<file path="config.mk">
export PLATFORM = sky130hd
export DESIGN_NAME = read_enable_to_valid_ready
export DESIGN_NICKNAME = d
export VERILOG_FILES = /design/src/rtl/read_enable_to_valid_ready.sv
export SDC_FILE = /design/constraint.sdc
export NUM_CORES = 1
export LEC_CHECK = 0
export ABC_AREA = 1
export CORE_AREA = 4 4 52 54
export DETAILED_ROUTE_END_ITERATION = 10
export DIE_AREA = 0 0 56 58
export MAX_ROUTING_LAYER = met4
export PLACE_DENSITY = 0.64
export SETUP_SLACK_MARGIN = 0.1
export SYNTH_ARGS = -nofsm -noshare
export SYNTH_HDL_FRONTEND = slang
export SYNTH_SLANG_ARGS = --single-unit
</file>
<file path="constraint.sdc">
create_clock -name clock -period 1.3 [get_ports clock]
set_input_delay 0.325 -clock clock [delete_from_list [all_inputs] [get_ports clock]]
set_output_delay 0.325 -clock clock [all_outputs]
set_load 0.02 [all_outputs]
</file>
<file path="src/rtl/read_enable_to_valid_ready.sv">
// read_enable_to_valid_ready: drains a fall-through buffer into a valid/ready stream through a 2-entry skid stage
module read_enable_to_valid_ready #(
   parameter int WIDTH = 8
) (
   input  logic             clock,
   input  logic             reset,
   input  logic             empty,
   input  logic [WIDTH-1:0] read_data,
   output logic             read_enable,
   output logic             valid,
   output logic [WIDTH-1:0] data,
   input  logic             ready,
   output logic [1:0]       level
);
   typedef enum logic [1:0] {EMPTY = 2'd0, HALF = 2'd1, FULL = 2'd2} state_t;
   state_t state_q, state_d;
   logic [WIDTH-1:0] data_q, data_d, skid_q, skid_d;
   logic pop, take;
   assign read_enable = !reset && !empty && state_q != FULL;
   assign pop = read_enable;
   assign valid = state_q != EMPTY;
   assign take = valid && ready;
   assign data = data_q;
   assign level = state_q;
   always_comb begin
      state_d = state_q;
      data_d = data_q;
      skid_d = skid_q;
      case (state_q)
         EMPTY: begin
            state_d = pop ? HALF : EMPTY;
            data_d = pop ? read_data : data_q;
         end
         HALF: begin
            state_d = pop ? (take ? HALF : FULL) : (take ? EMPTY : HALF);
            data_d = pop && take ? read_data : data_q;
            skid_d = pop && !take ? read_data : skid_q;
         end
         FULL: begin
            state_d = take ? HALF : FULL;
            data_d = take ? skid_q : data_q;
         end
         default: state_d = EMPTY;
      endcase
   end
   always_ff @(posedge clock) begin
      if (reset) begin
         state_q <= EMPTY;
         data_q <= '0;
         skid_q <= '0;
      end else begin
         state_q <= state_d;
         data_q <= data_d;
         skid_q <= skid_d;
      end
   end
endmodule
</file>
==> results.txt <==
The total number of vias is 924. The half-perimeter wire length after placement is between 1500 and 2000 um. The share of flip-flops with an asynchronous set or reset came out at 0%. The power density relative to cell area came out at 921 nW/um^2.

The number of storage elements in the synthesis netlist came out at 18. The post-route total power came out at 1.29 mW. The source of the worst register-to-register timing path is level[0]. The endpoint identified for the worst register-to-register timing path is level[0]. After synthesis, the largest family of logic cells by area is simple AND/OR/NAND/NOR gates. The quantity of hold-fixing buffers added after cts came out at 0. The checks that failed: negative setup slack.

The DRC violation total after the first TritonRoute iteration is 22. The max-slew violation count came out at 0. The total negative slack for setup checks is -0.229 ns. The internal power of the cells came out at 0.880 mW. The transition time at the pin with the least slew margin is 0.189 ns. The predominant post-synthesis flop cell is sky130_fd_sc_hd__dfxtp_1.

The largest vdd supply drop came out at between 0.7 and 0.8 mV. The worst hold slack came out at 0.486 ns. The worst hold path terminates at skid_q[2].

The floorplan core area came out at 2210 um^2. The average wire per cell in the routed design came out at 11.3 um. The pin count of the biggest net entering global routing is 11. The starting density of the core is 38.6%. The switching share of total power came out at 31.7%.

After layout, the worst path uses 107% of the clock period. The number of cells on the worst hold path is 2. The routed via count divided by cell count came out at 4.57. The simple-gate area share of the yosys netlist came out at 40.0%. The global route total overflow came out at 0. In the post-synthesis netlist, the biggest area contributors are sky130_fd_sc_hd__dfxtp_1 (42%), sky130_fd_sc_hd__nand2_1 (18%), sky130_fd_sc_hd__nor2_1 (15%). The die covers 3250 um^2. The number of fillers in the final layout is ~200. The clock buffer count from CTS is 3. The worst min-delay path class is flop to flop. STA classifies the critical path endpoint as an output port. Yosys printed 0 warnings. The minimum clock period after layout is 1.39 ns. The clock net sink count is 18. In this run the biggest area consumer among cell types represents between 40% and 50% of the synthesized area. The clock insertion delay at the later pin of the skew report is 0.30 ns. The netlist area before placement is 853 um^2. Cells fill 63.2% of the core in the end.

The distinct cell type count of the synthesized netlist came out at 15. Once placement finished, the instance area stood at 1220 um^2. In this run, the combinational gates consume between 30% and 40% of the power. The worst setup path is launched from a flop.

The cell depth of the worst flop-to-flop path is 8. The largest total area in the synthesized netlist belongs to sky130_fd_sc_hd__dfxtp_1. From bottom edge to top edge, the die measures slightly below 60 um. The count of TritonRoute iterations in the first routing pass came out at 4. The count of cells in the finished layout, fillers not included, comes to between 200 and 250. In the routed design, unresolved DRC markers number 0. After synthesis, the most frequently instantiated cells are sky130_fd_sc_hd__nand2_1 (40), sky130_fd_sc_hd__nor2_1 (34), sky130_fd_sc_hd__dfxtp_1 (18). The post-synth net total came out at about 140. The startpoint of the worst hold path is skid_q[2]. The total leakage power came out at 0.664 nW.

The finished cells cover between 1000 and 1500 um^2. The critical path arrival came out at ~1.1 ns. The global-route wire length before repair is 3860 um. The post-synthesis mux area share came out at 0%. The worst clock skew is 0.00814 ns.

The flow ran to the end, but the final reports show violations. The area share of xor/xnor cells in the synthesized design is 0%. The worst-case setup slack after placement is -0.599 ns. Based on the critical path, the design can be clocked at up to approximately 0.72 GHz. The tightest slew margin relative to the limit came out at 87.4%. The clock root buffer is sky130_fd_sc_hd__clkbuf_4. The number of enable flip-flop cells after synthesis came out at 0.

The overall routing resource usage is 15.3%. The delay of the slowest critical-path stage is about 0.38 ns. The cell repeated most along the worst path is sky130_fd_sc_hd__inv_4. The cell count after placement came out at between 150 and 200.

The share of post-route cells with drive strength above 1 is 36.8%. The net switching power figure is 0.408 mW. TritonCTS built the clock tree.

The clock share of power came out at 22.5%. The number of antenna diodes in the final layout is 0. In this run the tool buffered the top-level ports with 23 buffer cells. The critical path in this run is classified as flop to output port. Summing the sequential cell areas from Yosys gives 42.2% of the chip area. Relative to the synthesized area, the layout overhead comes to 63.9%. The critical path data required time came out at 0.98 ns. The signal on the critical path passes through inv_4 > nand2_4 > inv_4 > nor3_4 > buf_6. The number of H-tree branching levels came out at 1.

The chip width is ~56 um. Setup repair after global routing could not meet its margin everywhere. The maximum fanout count along the critical path came out at 2. The compound-cell area share of the yosys netlist is 7.33%.

In this run the remaining antenna-violating nets after routing total 0. sky130_fd_sc_hd__nand2_1 is the most common cell in the netlist. The final-stage net count came out at 187. The number of failing setup endpoints in the final timing report is 3. The deepest clock path buffer count is 2. The number of top-level pins is 24.

The number of global-route vias before repair came to 877. The setup slack after layout came out at -0.0855 ns. The average cell area after synthesis came out at ~6.5 um^2. Wires add up to roughly 2300 um.

The placer congestion estimate is 0.839. On the critical path, the stage with the largest delay is an instance of sky130_fd_sc_hd__dfxtp_4. The tool flagged a number of max-cap violations equal to 0. The final-report hold violation count is 0. The instance count of the mapped netlist is 131. The number of standard-cell rows in the floorplan is 17. The initial antenna violation count was 0. The fraction of power consumed by sequential logic is 46.7%.

The clock-pin slew reported for the worst setup and hold paths after clock tree synthesis came out at 0.10 ns. The fraction of the mapped netlist area in adder cells came out at 0%. The register-to-register setup slack came out at 0.09 ns.
==> power by group through the flow <==
stage	logic, mW	registers (mW)	clock network (mW)
floorplan	0.140	0.647	0
global placement	0.321	0.613	0
detailed placement	0.324	0.615	0
CTS	0.370	0.602	0.292
global route	0.435	0.607	0.323
finish	0.396	0.602	0.290
==> flip-flops by register name, indices dropped and copies added (netlist names) <==
name,count
data,8
skid_q,8
level,2
==> logic make-up (layout without fill, tap and decap cells) <==
family          Yosys count  in the layout
compound gates           12             12
buf+inv                  18             59
flops                    18             18
simple gates             83             85
==> worst max-delay path by stage <==
| stage | endpoint | from | slack [ns] | cells after the start |
|---|---|---|---|---|
| after floorplan | read_enable | level[0] | 0.08 | 4 |
| after detailed placement | read_enable | reset | -0.60 | 3 |
| final | read_enable | level[0] | -0.09 | 5 |
| after global routing | read_enable | level[0] | -0.14 | 5 |
| after CTS | read_enable | level[0] | -0.07 | 5 |
| after global placement | read_enable | reset | -0.59 | 3 |
==> placed cells by master (no fill, tap or decap), types with 3 or more instances in the layout <==
cell type	n
sky130_fd_sc_hd__buf_2	8
sky130_fd_sc_hd__buf_4	10
sky130_fd_sc_hd__buf_6	10
sky130_fd_sc_hd__clkbuf_4	3
sky130_fd_sc_hd__clkdlybuf4s50_1	9
sky130_fd_sc_hd__dfxtp_1	16
sky130_fd_sc_hd__inv_1	12
sky130_fd_sc_hd__inv_4	3
sky130_fd_sc_hd__nand2_1	31
sky130_fd_sc_hd__nand2_2	9
sky130_fd_sc_hd__nand2_4	3
sky130_fd_sc_hd__nand2_8	4
sky130_fd_sc_hd__nor2_1	30
sky130_fd_sc_hd__nor2_4	3
sky130_fd_sc_hd__o21ai_1	6
==> critical path, delay by kind of cell, from the launching register on <==
kind,cells,cell delay [ns]
flops,1,0.38
buf+inv,3,0.22
simple gates,2,0.16
==> repair_timing <==
action | CTS | global route
buffers inserted | 3 | 0
resized for setup | 81 | 24
endpoints found under the hold margin | 0 | 0
pin swaps | 5 | 7
gates cloned | 2 | 0
setup endpoints to repair | 29 | 22
==> area by class of cell <==
class	count	area, um^2	share of cell area [%]
Clock buffer	4	26.3	1.88
Inverter	16	72.6	5.19
Multi-Input combinational cell	97	564	40.3
Timing Repair Buffer	39	335	24.0
Tap cell	28	35.0	2.50
Sequential cell	18	365	26.1
==> metal layers <==
layer | up-vias | routed length [um] | GRT usage, %
li1 | 485 | - | -
met1 | 413 | 900 | 17.7
met2 | 24 | 1230 | 26.4
met3 | 2 | 142 | 5.12
met4 | 0 | 20 | 2.03
met5 | - | 0 | -
Power figures use the tool's default switching activity.
==> variant 1 (same settings) <==
The parameter `WIDTH` goes from 8 to 7.
--- a/src/rtl/read_enable_to_valid_ready.sv
+++ b/src/rtl/read_enable_to_valid_ready.sv
@@ -1,6 +1,6 @@
 // read_enable_to_valid_ready: drains a fall-through buffer into a valid/ready stream through a 2-entry skid stage
 module read_enable_to_valid_ready #(
-   parameter int WIDTH = 8
+   parameter int WIDTH = 7
 ) (
    input  logic             clock,
    input  logic             reset,
Ports: changed (resized data and read_data); port bits go from 24 to 22. The function was not compared with the original's and may differ.
==> variant 1 against the unedited design <==
- fmax rose by 7.1%
- total power is 15% lower
- area after synthesis decreased by 4.7%
- critical path depth unchanged
- wire length is 23% lower
- largest power group unchanged
- sequential cell count down 2
- highest routed layer unchanged
- final area decreased by 18%
- setup slack improved by 92 ps
==> variant 1: results <==
{
  "crit_fanout": 4,
  "route.met3.wl_um": 48,
  "post-cts-setup-buffers": 0,
  "outcome": "complete, no violations",
  "syn_area_um2": 813,
  "routabilityCongestion": 0.736,
  "tightest_slew_ps": 179,
  "worst_r2r_path_depth": 8,
  "p_leak_nw": 0.599,
  "grt_pass1_vias": 676,
  "grt_max_degree": 16,
  "placed_area_mm2": 0.00110,
  "drtIter0Drc": 5,
  "min-delay-start": "reset",
  "synth_nets": 137,
  "nets": 167,
  "r2r_slack_ps": 150,
  "peakVddDrop_v": 0.000517,
  "wl_met2_um": 870,
  "finalClockSkew_ps": 5.05,
  "synth_area_leaders": "dfxtp_1 39%, nand2_1 17%, nor2_1 12%",
  "ys_types": 17,
  "vias": 789,
  "ys.flop_type": "dfxtp_1",
  "top_layer": "met4",
  "dp_hpwl_um": 1330,
  "ys_seq_area_share_pct": 39.4,
  "clock_latency_ps": 280,
  "grt.total_usage_pct": 11.6,
  "reg2reg_to": "data[3]",
  "grt_pass1_wl_um": 2950,
  "arrival_ps": 970,
  "netlist_top_cells_count": "36 x nand2_1, 26 x nor2_1, 19 x inv_1, 16 x dfxtp_1, 7 x o21ai_1",
  "wl_per_cell_um": 9.61,
  "layout-drive-gt1-share_pct": 28.4,
  "wirelength_met1_um": 810
}
-- variant 1: cells by family after synthesis --
logic type             synth area share (%)
AOI/OAI and AO/OA                      7.08
DFF                                    39.4
buffers and inverters                  14.0
and+or+nand+nor                        39.5
-- variant 1: repair_timing --
action,CTS,global route
setup endpoints to repair,25,12
gates cloned,0,0
hold buffers,0,0
gates resized for setup,57,9
-- variant 1: per-stage QoR --
stage               hold WS, ps  cells  worst slack (ps)  power (mW)
detailed placement          501    179              -646       0.833
floorplan                   396    126               121       0.702
global route                496    183             -40.9        1.16
finish                      494    183              6.42        1.09
global placement            503    179              -627       0.827
CTS                         494    183             -16.3        1.09
-- variant 1: layer usage --
layer	track usage [%]	vias up
met1	13.7	350
met5	-	-
li1	-	425
met2	19.7	10
met3	2.23	4
met4	4.07	0
-- variant 1: area by class of cell --
| type | instances | area, µm² |
|---|---|---|
| Clock buffer | 4 | 26.3 |
| Fill cell | 238 | 1070 |
| Inverter | 21 | 81.3 |
| Multi-Input combinational cell | 85 | 418 |
| Sequential cell | 16 | 328 |
| Tap cell | 28 | 35.0 |
| Timing Repair Buffer | 29 | 254 |
-- variant 1: where the power goes --
part	total, mW	switching [mW]	leakage (nW)	internal, mW
sequential	0.533	0.0143	0.132	0.518
clock	0.273	0.153	0.0150	0.119
combinational	0.285	0.162	0.452	0.123
-- variant 1: worst max-delay path: stages (launching register included) --
cell and delay, ps:
dfxtp_4 360, inv_4 70, nand2_4 50, nand2_2 50, inv_2 30, buf_6 120
-- variant 1: how the worst min path moves through the flow --
stage / endpoint / slack [ps] / depth (start not counted)
2_1_floorplan: level[1] / 400 / 1
3_3_place_gp: data[5] / 500 / 4
3_5_place_dp: data[0] / 500 / 4
4_1_cts: level[1] / 490 / 3
5_1_grt: level[1] / 500 / 3
6_report: level[1] / 490 / 3
==> variant 2 (same settings) <==
Without the edit above. `data_q` no longer has a reset.
--- a/src/rtl/read_enable_to_valid_ready.sv
+++ b/src/rtl/read_enable_to_valid_ready.sv
@@ -46,12 +46,14 @@
    always_ff @(posedge clock) begin
       if (reset) begin
          state_q <= EMPTY;
-         data_q <= '0;
          skid_q <= '0;
       end else begin
          state_q <= state_d;
-         data_q <= data_d;
          skid_q <= skid_d;
       end
    end
+
+   always_ff @(posedge clock) begin
+      data_q <= data_d;
+   end
 endmodule
Behaviour: differs if reset is asserted again (counterexample within 4 cycles, from zero or initial values and one cycle with reset high); with reset held inactive, the same outputs for 10 cycles.
==> variant 2 against the unedited design <==
- area after synthesis rose by 6.5%
- sequential cell count did not move
- first-iteration DRC count down 77%
- non-clock buffer count grew 1
- total power fell by 12%
- synthesized cell count shrank 14%
- wire length down 13%
- final area fell by 3.4%
- largest cell class is now flip-flops and latches
- setup slack improved by 86 ps
==> variant 2: results <==
{
  "outcome": "complete, no violations",
  "n_fill_cell": 213,
  "syn_inst": 113,
  "peakVddDrop_v": 0.000431,
  "grt.total_usage_pct": 13.6,
  "relSlewSlack_pct": 79.6,
  "ys_seq_area_share_pct": 48.5,
  "reg2reg_to": "data[0]",
  "arrival_ps": 1280,
  "ys_warn_count": 0,
  "min-delay-start": "skid_q[3]",
  "p_leak_nw": 0.617,
  "routabilityCongestion": 0.779,
  "holdPathStages": 4,
  "worst_r2r_path_depth": 6,
  "clock_latency_ps": 290,
  "vias": 810,
  "dp_hpwl_um": 1490,
  "placed_area_mm2": 0.00130,
  "synth_edf_count": 8,
  "drtIter0Drc": 5,
  "r2r_slack_ps": 0.4,
  "grt_max_degree": 18,
  "drt_wl_total_um": 1990,
  "finalClockSkew_ps": 5.22,
  "layout-drive-gt1-share_pct": 33.5,
  "dp.cells": 177,
  "synth_nets": 125,
  "netlist_top_cells_count": "28 x nand2_1, 27 x inv_1, 10 x dfxtp_1, 9 x nand4_1, 9 x nor2_1",
  "min_to": "skid_q[3]",
  "synthArstFlopShare_pct": 0,
  "vias_per_cell": 4.43,
  "grt_pass1_wl_um": 3330,
  "crit_fanout": 8,
  "rr_startpoint": "level[1]",
  "antenna_cells": 0,
  "synth_area_leaders": "edfxtp_1 26%, dfxtp_1 22%, nand2_1 12%",
  "nets": 168
}
-- variant 2: changes by cell type in the layout (fill, tap and decap cells not counted), sizes merged, moves of 2 or more --
cell / change
a21oi: +2
dfxtp: -8
edfxtp: +8
inv: +13
nand2: -17
nand4: +9
nor2: -23
-- variant 2: area by class of cell --
class | instances | area share (%)
flip-flops and latches | 18 | 33.1
well taps | 28 | 2.59
repair buffers | 40 | 25.7
inverters | 29 | 9.17
multi-input cells | 64 | 27.4
clock buffers | 4 | 1.94
-- variant 2: logic make-up (layout without fill, tap and decap cells) --
| group | count (synthesis) | count (layout) | share of synthesized area (%) |
|---|---|---|---|
| DFF | 18 | 18 | 48.5 |
| AOI/OAI and AO/OA | 12 | 12 | 7.02 |
| buffers and inverters | 31 | 73 | 16.0 |
| and+or+nand+nor | 52 | 52 | 28.5 |
-- variant 2: per-layer routing --
| metal | GRT usage, % | routed length [µm] |
|---|---|---|
| met1 | 14.7 | 813 |
| met2 | 24.2 | 1040 |
| met3 | 3.34 | 93 |
| met4 | 5.08 | 36 |
| met5 | - | 0 |
-- variant 2: worst register-to-register path: cells and delay by family (launching register included) --
family,cells,cell delay (ps)
AO/OA/AOI/OAI,1,270
buffers and inverters,2,180
flip-flops,1,370
AND/OR/NAND/NOR,3,170
-- variant 2: report_power, final --
part	switching (mW)	internal (mW)
Clock	0.172	0.119
Sequential	0.0113	0.609
Combinational	0.113	0.111
Total	0.296	0.840
-- variant 2: what timing repair did --
item / 4_1_cts / 5_1_grt
pin swaps: 1 / 0
gates resized for setup: 58 / 15
setup buffers: 1 / 1
setup endpoints to repair: 29 / 18
-- variant 2: worst max-delay path by stage --
stage | startpoint | endpoint | slack (ps) | depth (start not counted)
floorplan | level[1] | data[0] | 100 | 5
global placement | reset | read_enable | -690 | 5
detailed placement | reset | read_enable | -690 | 5
CTS | level[1] | read_enable | -9 | 4
global route | level[1] | data[4] | -50 | 6
finish | level[1] | data[0] | 0.4 | 6
-- variant 2: stage by stage --
stage               utilization (%)  hold WS (ps)  power [mW]  worst slack (ps)  TNS [ps]
floorplan                         -           384       0.733              97.1         0
global placement               58.9           495       0.844              -685     -7700
detailed placement             58.9           499       0.848              -691     -8020
CTS                            58.4           517        1.13             -8.73     -40.8
global route                   61.1           556        1.20             -45.9      -318
finish                         61.1           517        1.14             0.355         0
